===== config.mk =====
export PLATFORM = sky130hd
export DESIGN_NAME = fetch_npc_unit
export DESIGN_NICKNAME = d
export VERILOG_FILES = /design/src/rtl/fetch_npc_unit_pkg.sv /design/src/rtl/fetch_npc_unit_npc.sv /design/src/rtl/fetch_npc_unit.sv
export SDC_FILE = /design/constraint.sdc
export NUM_CORES = 1
export LEC_CHECK = 0
export ABC_CLOCK_PERIOD_IN_PS = 3600
export CORE_MARGIN = 2
export CORE_UTILIZATION = 49
export CTS_CLUSTER_DIAMETER = 30
export DETAILED_ROUTE_END_ITERATION = 7
export PLACE_DENSITY = 0.91
export SYNTH_ARGS = -nofsm -noshare
export SYNTH_HDL_FRONTEND = slang
export SYNTH_SLANG_ARGS = --single-unit
export TNS_END_PERCENT = 20

===== constraint.sdc =====
create_clock -name clk -period 3.6 [get_ports clk]
set_input_delay 0.54 -clock clk [delete_from_list [all_inputs] [get_ports clk]]
set_output_delay 0.54 -clock clk [all_outputs]
set_load 0.005 [all_outputs]

===== src/rtl/fetch_npc_unit_pkg.sv =====
`default_nettype none
// ============================================================================
//  Module   : fetch_npc_unit_pkg
//  Brief    : Shared next-PC encodings and reset address for the fetch stage
//             and the decode-stage controller.
//  Revision : 1.0  initial release
// ============================================================================
package fetch_npc_unit_pkg;

  // Decode-stage next-PC class driven by the controller
  typedef enum logic [1:0] {
    NPC_SEQ = 2'd0,
    NPC_BR  = 2'd1,
    NPC_J   = 2'd2,
    NPC_JR  = 2'd3
  } npc_op_e;

  localparam logic [31:0] PC_RESET_DEFAULT = 32'h0000_3000;
  localparam logic [31:0] INSTR_BYTES      = 32'd4;

  // Word offset of a branch: sign-extended 16-bit immediate times four
  function automatic logic [31:0] branch_offset(input logic [15:0] imm);
    return {{14{imm[15]}}, imm, 2'b00};
  endfunction

endpackage : fetch_npc_unit_pkg
`default_nettype wire


===== src/rtl/fetch_npc_unit_npc.sv =====
`default_nettype none
// ============================================================================
//  Module   : fetch_npc_unit_npc
//  Brief    : Combinational next-PC mux with branch / jump target adders.
//             Only the low 26 instruction bits participate in any target.
//  Revision : 1.0  initial release
// ============================================================================
module fetch_npc_unit_npc
  import fetch_npc_unit_pkg::*;
(
  input  logic [31:0] pc_i,
  input  logic [31:0] id_pc4_i,
  input  logic [25:0] id_instr_i,
  input  logic [1:0]  npc_op_i,
  input  logic        branch_i,
  input  logic [31:0] jr_target_i,
  output logic [31:0] next_pc_o,
  output logic        misalign_o
);

  logic [31:0] seq_pc;
  logic [31:0] br_pc;
  logic [31:0] j_pc;
  logic [31:0] jr_pc;

  assign seq_pc = pc_i + INSTR_BYTES;
  assign br_pc  = id_pc4_i + branch_offset(id_instr_i[15:0]);
  assign j_pc   = {id_pc4_i[31:28], id_instr_i[25:0], 2'b00};
  assign jr_pc  = {jr_target_i[31:2], 2'b00};

  // Select the fetch address for the next edge from the decode-stage class
  always_comb begin
    next_pc_o  = seq_pc;
    misalign_o = 1'b0;
    unique case (npc_op_e'(npc_op_i))
      NPC_SEQ: next_pc_o = seq_pc;
      NPC_BR:  next_pc_o = branch_i ? br_pc : seq_pc;
      NPC_J:   next_pc_o = j_pc;
      NPC_JR: begin
        next_pc_o  = jr_pc;
        misalign_o = |jr_target_i[1:0];
      end
      default: next_pc_o = seq_pc;
    endcase
  end

endmodule : fetch_npc_unit_npc
`default_nettype wire


===== src/rtl/fetch_npc_unit.sv =====
`default_nettype none
// ============================================================================
//  Module   : fetch_npc_unit
//  Brief    : Fetch-stage PC register and IF/ID pipeline register with one
//             architectural delay slot (redirects never flush).
//  Revision : 1.0  initial release
// ============================================================================
module fetch_npc_unit
  import fetch_npc_unit_pkg::*;
#(
  parameter logic [31:0] PC_RESET = PC_RESET_DEFAULT
)(
  input  logic        clk,
  input  logic        reset,
  input  logic        stall,
  input  logic [1:0]  npc_op,
  input  logic        branch,
  input  logic [31:0] jr_target,
  input  logic [31:0] if_instr,
  output logic [31:0] pc,
  output logic [31:0] id_instr,
  output logic [31:0] id_pc4,
  output logic [31:0] id_pc8,
  output logic        id_valid,
  output logic        pc_misalign
);

  logic [31:0] pc_q,       pc_d;
  logic [31:0] id_instr_q, id_instr_d;
  logic [31:0] id_pc4_q,   id_pc4_d;
  logic        id_valid_q, id_valid_d;
  logic        misalign_q, misalign_d;

  logic [31:0] next_pc;
  logic        jr_misalign;

  fetch_npc_unit_npc u_npc (
    .pc_i        (pc_q),
    .id_pc4_i    (id_pc4_q),
    .id_instr_i  (id_instr_q[25:0]),
    .npc_op_i    (npc_op),
    .branch_i    (branch),
    .jr_target_i (jr_target),
    .next_pc_o   (next_pc),
    .misalign_o  (jr_misalign)
  );

  // Stall freezes everything; a held redirect is recomputed next unstalled edge
  always_comb begin
    pc_d       = pc_q;
    id_instr_d = id_instr_q;
    id_pc4_d   = id_pc4_q;
    id_valid_d = id_valid_q;
    misalign_d = misalign_q;
    if (!stall) begin
      pc_d       = next_pc;
      id_instr_d = if_instr;
      id_pc4_d   = pc_q + INSTR_BYTES;
      id_valid_d = 1'b1;
      misalign_d = misalign_q | jr_misalign;
    end
  end

  // PC, IF/ID and sticky misalign flag, cleared asynchronously
  always_ff @(posedge clk or posedge reset) begin
    if (reset) begin
      pc_q       <= PC_RESET;
      id_instr_q <= 32'd0;
      id_pc4_q   <= PC_RESET;
      id_valid_q <= 1'b0;
      misalign_q <= 1'b0;
    end else begin
      pc_q       <= pc_d;
      id_instr_q <= id_instr_d;
      id_pc4_q   <= id_pc4_d;
      id_valid_q <= id_valid_d;
      misalign_q <= misalign_d;
    end
  end

  assign pc          = pc_q;
  assign id_instr    = id_instr_q;
  assign id_pc4      = id_pc4_q;
  assign id_pc8      = id_pc4_q + INSTR_BYTES;
  assign id_valid    = id_valid_q;
  assign pc_misalign = misalign_q;

endmodule : fetch_npc_unit
`default_nettype wire


==> results of run 1 <==
==> area by class of cell <==
| type | count | area, sq um | share of cell area |
|---|---|---|---|
| Clock buffer | 11 | 242.7 | 0.02527 |
| Multi-Input combinational cell | 627 | 4425 | 0.4607 |
| Sequential cell | 98 | 2457 | 0.2558 |
| Timing Repair Buffer | 219 | 2147 | 0.2235 |
| Inverter | 19 | 73.82 | 0.007684 |
| Clock inverter | 5 | 30.03 | 0.003126 |
| Tap cell | 184 | 230.2 | 0.02396 |
==> worst max-delay path, delay by kind of cell, from the launching register on <==
kind / cells / cell delay, ns
simple gates: 6 / 1.09
buf+inv: 2 / 0.72
flops: 1 / 0.58
xor+xnor: 1 / 0.16
==> cell usage in the layout (no fill, tap or decap), types with 20 or more instances in the layout <==
| cell | n |
|---|---|
| xor2_1 | 24 |
| buf_4 | 20 |
| nand3_1 | 30 |
| nor2_1 | 47 |
| mux2_2 | 59 |
| mux2i_1 | 22 |
| nand2_1 | 77 |
| ha_1 | 31 |
| a21oi_1 | 55 |
| o21ai_0 | 61 |
| dfrtp_1 | 94 |
| clkdlybuf4s50_1 | 197 |
| xnor2_1 | 55 |
==> stage by stage <==
stage	hold slack [ns]	utilization
after floorplan	0.4590	-
after global placement	0.4514	0.6458
after detailed placement	0.4552	0.6458
after CTS	0.4757	0.6647
after global routing	0.5119	0.6660
final	0.4712	0.6660
==> routing by layer <==
layer	track usage	vias up	wire length, um
li1	-	3225	-
met1	0.3662	3318	9133
met2	0.4510	298	10540
met3	0.05819	40	1607
met4	0.08366	0	508
met5	0	-	0
==> state kept, by name, indices dropped and copies added, names as in the netlist <==
signal,flops
id_instr,32
id_valid,1
pc_misalign,1
id_pc4,32
pc,32
==> timing repair <==
| action | CTS | global route |
|---|---|---|
| setup endpoints to repair | 0 | 5 |
| buffers inserted | 0 | 1 |
| resized for setup | 0 | 2 |
==> where the power goes <==
group	total [uW]	leakage [uW]	switching, uW	internal (uW)
clock	923	0.000131	439	484
combinational	2210	0.00262	987	1220
sequential	1650	0.00117	348	1300
==> worst min path at each step <==
stage                                 to  slack (ns)  cells after the start
CTS                 id_valid$_DFFE_PP0N_        0.48                      1
global route        id_valid$_DFFE_PP0N_        0.51                      1
detailed placement  id_valid$_DFFE_PP0N_        0.46                      1
finish              id_valid$_DFFE_PP0N_        0.47                      1
floorplan           id_valid$_DFFE_PP0N_        0.46                      1
global placement    id_valid$_DFFE_PP0N_        0.45                      1
==> cells by family (layout without fill, tap and decap cells) <==
logic type / after synthesis / in the layout / synth area share
and+or+nand+nor: 232 / 232 / 0.1602
AOI/OAI and AO/OA: 203 / 203 / 0.1787
DFF: 98 / 98 / 0.3428
muxes: 81 / 81 / 0.1234
xor gates and xnor gates: 79 / 79 / 0.09653
buffers and inverters: 67 / 254 / 0.04137
adders and majority gates: 32 / 32 / 0.05690
==> impl_metrics.json, run 1 <==
{
  "status": "completed",
  "drt-initial-drc-count": 598,
  "finalWirelength_um": 21790,
  "cpMostUsedCell": "and3_1",
  "synthCells": 792,
  "synth-async-reset-ratio": 1.000,
  "rsz0062_at_grt": "no",
  "initial_core_util": 0.4970,
  "fin_worst_skew_ns": 0.005604,
  "slew_headroom": 0.2727,
  "start_kind": "register",
  "vias": 6881,
  "die_w_um": 125.0,
  "ys_seq_area_frac": 0.3428,
  "fmaxAchievable_mhz": 290.3,
  "drive_gt1_frac": 0.1154,
  "fin_tns_setup_ns": 0,
  "synthTopCellsByArea": "dfrtp_1 (33%), mux2_2 (9.3%), xnor2_1 (6.7%), ha_1 (5.4%), o21ai_0 (4.3%)",
  "ff2ff_setup_slack_ns": 0.53,
  "p_leak_uw": 0.003920,
  "antenna_left": 0,
  "worstSkewPairLatency_ns": 0.36,
  "grt_pass1_wl_um": 34510,
  "antenna_found_initial": 0,
  "fillers": 1114,
  "place_area_sq_mm": 0.009315,
  "synth_nets": 894,
  "crit_type": "reg -> out",
  "synth_common_cells": "dfrtp_1 (94), nand2_1 (77), o21ai_0 (61), mux2_2 (59)",
  "die-area_sq_mm": 0.01561,
  "place.gp.congestion": 0.9031,
  "place_hpwl_um": 15790,
  "cp_cell_sequence": "and3_1, and3_1, and3_4, nand2_1, nor4_2, buf_4, nand3_1, xnor2_1, clkdlybuf4s50_1",
  "vias_per_cell": 5.917,
  "hp-class": "reg -> reg",
  "max_stage_delay_ns": 0.58,
  "cts_tree": "yes",
  "fin_cells": 1163,
  "worst_slack_ns": 0.1556,
  "synth_warnings": 0,
  "area.growth.synth_to_final_pct": 34.02,
  "insertedDiodeCount": 0,
  "core-area_sq_mm": 0.01442,
  "synth.top_cell.area_share": 0.3282,
  "peakVddDrop_uv": 318.9,
  "dp.cells": 1146,
  "startpoint": "id_pc4[13]$_DFFE_PP1N_",
  "drc": 0,
  "synthFlopType": "dfrtp_1",
  "worst_pin_slew_ns": 1.091,
  "worst_setup_path_end_kind": "output pin",
  "ios": 200,
  "syn-cell-area_sq_mm": 0.007168,
  "cp.required_ns": 3.06,
  "slew_viol_final": 0,
  "synth_edf_count": 0,
  "period_share": 0.9568,
  "yosys.area.top_type": "dfrtp_1",
  "grt_max_degree": 84,
  "clockBufferDepth": 2,
  "die_h_um": 125.0,
  "period_minus_slack_ns": 3.444,
  "track_usage": 0.2741,
  "cap_violations": 0,
  "crit_end": "id_pc8[26]",
  "cts.hold.buffers_added": 0,
  "timing.rr.start": "id_instr[15]$_DFFE_PP0N_",
  "grt_pass1_vias": 6629,
  "place_ws_ns": 0.4860,
  "clk_pin_slew_ns": 0.07,
  "drt_pass1_iterations": 5,
  "cts_buffers": 9,
  "ys_ff_latch": 98,
  "synth.distinct_cells": 64,
  "cp_max_fo": 5,
  "io_buffers": 199,
  "critPathSlowestCell": "dfstp_2",
  "htreeDepth": 3,
  "reg2regPathDepth": 9,
  "wire_per_inst_um": 18.73,
  "worstPathArrival_ns": 2.90,
  "synth_most_common_cell": "dfrtp_1",
  "r2r-end": "pc[28]$_DFFE_PP0N_",
  "cts.sinks": 98,
  "finalHoldViolCount": 0,
  "root_buffer": "clkbuf_16",
  "avgSynthCellArea_sq_um": 9.051,
  "placementRows": 44,
  "overflow": 0,
  "p_per_area_mw_per_mm2": 497.7,
  "p_total_uw": 4781,
  "min_from": "id_valid$_DFFE_PP0N_",
  "nets": 1076,
  "fin_area_sq_mm": 0.009607,
  "setup_viol": 0
}
Note: power is estimated with default switching activity, not from simulation.
==> run 2: changes to the inputs <==
ABC_CLOCK_PERIOD_IN_PS = 2900   (was 3600)
CORE_UTILIZATION = 45   (was 49)
PLACE_DENSITY = 0.89   (was 0.91)
clock period = 2.9 ns   (was 3.6 ns; I/O delays follow)
==> impl_metrics.json, run 2 (synthesis results as in run 1) <==
{
  "status": "completed",
  "max_stage_delay_ns": 0.53,
  "nets": 1111,
  "final_common_cell": "clkdlybuf4s50_1",
  "period_minus_slack_ns": 2.830,
  "cap_violations": 0,
  "fmaxAchievable_mhz": 353.3,
  "peakVddDrop_uv": 405.0,
  "crit_type": "reg -> out",
  "setup_viol": 0,
  "worstPathArrival_ns": 2.40,
  "fin_area_sq_mm": 0.01002,
  "cpMostUsedCell": "and3_4",
  "worstSkewPairLatency_ns": 0.36,
  "grt_max_degree": 99,
  "ios": 200,
  "drt-initial-drc-count": 622,
  "core-area_sq_mm": 0.01571,
  "period_share": 0.9759,
  "slew_headroom": 0.5840,
  "initial_core_util": 0.4562,
  "antenna_left": 0,
  "root_buffer": "clkbuf_16",
  "io_buffers": 199,
  "vias": 6984,
  "wire_per_inst_um": 18.44,
  "cts_buffers": 9,
  "fin_worst_skew_ns": 0.009200,
  "die_w_um": 130.2,
  "area.growth.synth_to_final_pct": 39.80,
  "fin_hold_ws_ns": 0.4814,
  "drive_gt1_frac": 0.1607,
  "antenna_found_initial": 1,
  "hp-class": "reg -> reg",
  "cp.required_ns": 2.47,
  "drt_pass1_iterations": 7,
  "place_hpwl_um": 16820,
  "cts.sinks": 98,
  "place_ws_ns": -0.07204,
  "timing.rr.start": "id_pc4[2]$_DFFE_PP0N_",
  "clk_pin_slew_ns": 0.07,
  "htreeDepth": 3,
  "cts.hold.buffers_added": 0,
  "cp_cell_sequence": "and3_4, and3_4, and3_4, nand3_1, nor2_1, buf_4, nand3_1, xnor2_1, dlygate4sd2_1",
  "critPathSlowestCell": "dfstp_2",
  "p_total_uw": 6332,
  "rsz0062_at_grt": "yes",
  "drc": 0,
  "grt_pass1_wl_um": 35640,
  "overflow": 0,
  "cp_max_fo": 4,
  "track_usage": 0.2701,
  "drt-met1-wl_um": 9479,
  "fillers": 1282,
  "vias_per_cell": 5.673,
  "worst_slack_ns": 0.06975,
  "grt_pass1_vias": 6812,
  "final_cell_mix": "clkdlybuf4s50_1 (184), dfrtp_1 (94), nand2_1 (76)",
  "finalHoldViolCount": 0,
  "wl_met3_um": 1853,
  "start_kind": "register",
  "placementRows": 46,
  "clockBufferDepth": 2,
  "place_area_sq_mm": 0.009619,
  "finalWirelength_um": 22700,
  "min_from": "id_valid$_DFFE_PP0N_",
  "wl_met2_um": 10660,
  "cts_tree": "yes",
  "die_h_um": 130.2,
  "worst_pin_slew_ns": 0.6239,
  "top_layer": "met4",
  "die-area_sq_mm": 0.01695,
  "final_util": 0.6378,
  "p_leak_uw": 0.004185,
  "p_per_area_mw_per_mm2": 631.9,
  "worst_setup_path_end_kind": "output pin",
  "slew_viol_final": 0,
  "startpoint": "id_pc4[13]$_DFFE_PP1N_",
  "place.gp.congestion": 0.9053
}
==> run 2: cell type report <==
class | instances | area [sq um] | share of cell area
Antenna cell | 1 | 2.502 | 0.0002497
Clock buffer | 10 | 229.0 | 0.02285
Clock inverter | 6 | 105.1 | 0.01049
Inverter | 19 | 75.07 | 0.007492
Multi-Input combinational cell | 627 | 4484 | 0.4475
Sequential cell | 98 | 2457 | 0.2452
Tap cell | 216 | 270.3 | 0.02697
Timing Repair Buffer | 254 | 2397 | 0.2392
==> run 2: final timing paths <==
check | slack, ns | cells after the start | end
max reg2reg | 0.09 | 10 | pc[22]$_DFFE_PP0N_
max | 0.07 | 9 | id_pc8[29]
max in group asynchronous | 1.88 | 3 | id_pc4[12]$_DFFE_PP1N_
min reg2reg | 0.48 | 1 | id_valid$_DFFE_PP0N_
min in group asynchronous | 0.56 | 3 | id_pc4[31]$_DFFE_PP0N_
min | 0.48 | 1 | id_valid$_DFFE_PP0N_
==> run 2: metal layers <==
metal | vias to the layer above | track usage
met5 | - | 0
met3 | 45 | 0.06806
met4 | 0 | 0.09677
met2 | 305 | 0.4460
met1 | 3338 | 0.3448
li1 | 3296 | -
==> run 2: critical path: cells and delay by family, from the launching register on <==
family,cells,cell delay [ns]
xor gates and xnor gates,1,0.17
DFF,1,0.53
and+or+nand+nor,6,0.90
buffers and inverters,2,0.42
==> run 2: repair_timing <==
action                     in CTS  in global routing
setup endpoints to repair      14                 20
gates cloned                    0                  0
pin swaps                       2                  4
buffers inserted                0                  1
gates resized for setup        14                 20
==> run 2: report_power, final <==
group	internal, uW	total (uW)	switching (uW)
clock	840	1390	553
combinational	1610	2930	1330
sequential	1620	2000	385
total	4070	6330	2270
==> run 2: metrics by stage <==
step	setup TNS (ns)	cells
after floorplan	0	792
after global placement	-0.07721	1213
after detailed placement	-0.1394	1213
after CTS	-0.2013	1229
after global routing	-0.1116	1231
final	0	1231
==> run 3: changes to the inputs <==
CELL_PAD_IN_SITES_DETAIL_PLACEMENT = 0   (was not set)
CELL_PAD_IN_SITES_GLOBAL_PLACEMENT = 1   (was not set)
CORE_ASPECT_RATIO = 0.5   (was not set)
CORE_UTILIZATION = 33   (was 45)
PLACE_DENSITY = 0.88   (was 0.89)
==> impl_metrics.json, run 3 (synthesis results as in run 1) <==
{
  "final_common_cell": "clkdlybuf4s50_1",
  "crit_end": "id_pc8[26]",
  "cp_top_family": "simple AND/OR/NAND/NOR gates",
  "antenna_found_initial": 1,
  "grt_pass1_wl_um": 37890,
  "wire_per_inst_um": 18.47,
  "cap_violations": 0,
  "antenna_left": 0,
  "fmaxAchievable_mhz": 350.8,
  "placementRows": 38,
  "worstPathArrival_ns": 2.42,
  "rsz0062_at_grt": "yes",
  "initial_core_util": 0.3335,
  "cts_setup_buffers": 0,
  "fin_tns_setup_ns": 0,
  "fin_area_sq_mm": 0.01014,
  "cp.buffers_inverters": 2,
  "p_leak_uw": 0.004175,
  "place_area_sq_mm": 0.009782,
  "timing.rr.start": "id_pc4[2]$_DFFE_PP0N_",
  "r2r-end": "pc[28]$_DFFE_PP0N_",
  "fillers": 2102,
  "slew_viol_final": 0,
  "final_util": 0.4721,
  "drc": 0,
  "cts_tree": "yes",
  "period_share": 0.9829,
  "die-area_sq_mm": 0.02299,
  "clk_pin_slew_ns": 0.08,
  "startpoint": "id_pc4[12]$_DFFE_PP1N_",
  "nets": 1116,
  "fin_cells": 1320,
  "place.gp.congestion": 0.9203,
  "setup_viol": 0,
  "reg2regPathDepth": 11,
  "peakVddDrop_uv": 261.4,
  "vias_per_cell": 5.267,
  "drive_gt1_frac": 0.1698,
  "track_usage": 0.2132,
  "worst_setup_path_end_kind": "output pin",
  "cpMostUsedCell": "and3_4",
  "cp.required_ns": 2.47,
  "die_w_um": 212.4,
  "cp_max_fo": 4,
  "cp.depth": 9,
  "finalHoldViolCount": 0,
  "io_buffers": 199,
  "worstSkewPairLatency_ns": 0.37,
  "hp-class": "reg -> reg",
  "grt_pass1_vias": 6764,
  "drt-initial-drc-count": 534,
  "place_hpwl_um": 18610,
  "crit_type": "reg -> out",
  "core-area_sq_mm": 0.02149,
  "ff2ff_setup_slack_ns": 0.05,
  "cts.sinks": 98,
  "area.growth.synth_to_final_pct": 41.53,
  "drt_pass1_iterations": 5,
  "clockBufferDepth": 2,
  "overflow": 0,
  "ios": 200,
  "period_minus_slack_ns": 2.851,
  "final_cell_mix": "clkdlybuf4s50_1 (184), dfrtp_1 (91), nand2_1 (76)",
  "worst_pin_slew_ns": 0.5738,
  "htreeDepth": 3,
  "p_per_area_mw_per_mm2": 609.8,
  "critPathSlowestCell": "dfstp_2",
  "dp.cells": 1303,
  "start_kind": "register",
  "slew_headroom": 0.6125,
  "cp_cell_sequence": "and3_4, and3_4, and3_4, nand2_1, nor4_2, buf_4, nand3_2, xnor2_1, dlygate4sd2_1",
  "cts_buffers": 9,
  "die_h_um": 108.2,
  "root_buffer": "clkbuf_16",
  "vias": 6952,
  "status": "completed",
  "grt_max_degree": 99,
  "fin_worst_skew_ns": 0.01222,
  "max_stage_delay_ns": 0.54,
  "finalWirelength_um": 24380
}
## run 3: how the worst min path moves through the flow
stage                         startpoint              endpoint  depth (start not counted)
finish              id_valid$_DFFE_PP0N_  id_valid$_DFFE_PP0N_                          1
global placement    id_valid$_DFFE_PP0N_  id_valid$_DFFE_PP0N_                          1
floorplan           id_valid$_DFFE_PP0N_  id_valid$_DFFE_PP0N_                          1
global route                   npc_op[0]    pc[21]$_DFFE_PP0N_                          3
detailed placement  id_valid$_DFFE_PP0N_  id_valid$_DFFE_PP0N_                          1
CTS                            npc_op[0]    pc[21]$_DFFE_PP0N_                          3
## run 3: repair_timing
item,CTS,global route
hold buffers,0,0
gates resized for setup,16,27
setup endpoints to repair,18,30
hold endpoints to repair,0,0
pin swaps,2,3
## run 3: cell type report
type,count,area [sq um],share of cell area
Clock buffer,10,229.0,0.02257
Multi-Input combinational cell,627,4498,0.4434
Antenna cell,1,2.502,0.0002467
Inverter,19,75.07,0.007400
Timing Repair Buffer,259,2461,0.2426
Sequential cell,98,2461,0.2426
Tap cell,300,375.4,0.03700
Clock inverter,6,42.54,0.004193
## run 3: report_power, final
| part | internal, uW | total, uW | switching, uW |
|---|---|---|---|
| Combinational | 1640 | 3000 | 1360 |
| Clock | 585 | 1160 | 578 |
| Sequential | 1620 | 2020 | 401 |
## run 3: metrics by stage
step / worst slack [ns] / hold WS (ns) / power [uW]
after floorplan: 0.3332 / 0.4590 / 3508
after global placement: 0.01994 / 0.4517 / 4958
after detailed placement: 0.04921 / 0.4562 / 5006
after CTS: -0.1463 / 0.4711 / 6185
after global routing: -0.1099 / 0.4831 / 6597
final: 0.04949 / 0.4759 / 6186
## run 3: per-layer routing
metal,track usage,part of all wire,vias to the layer above
met3,0.03427,0.050,29
met1,0.2972,0.47,3420
li1,-,-,3297
met4,0.06643,0.021,0
met5,0,0,-
met2,0.3399,0.46,206
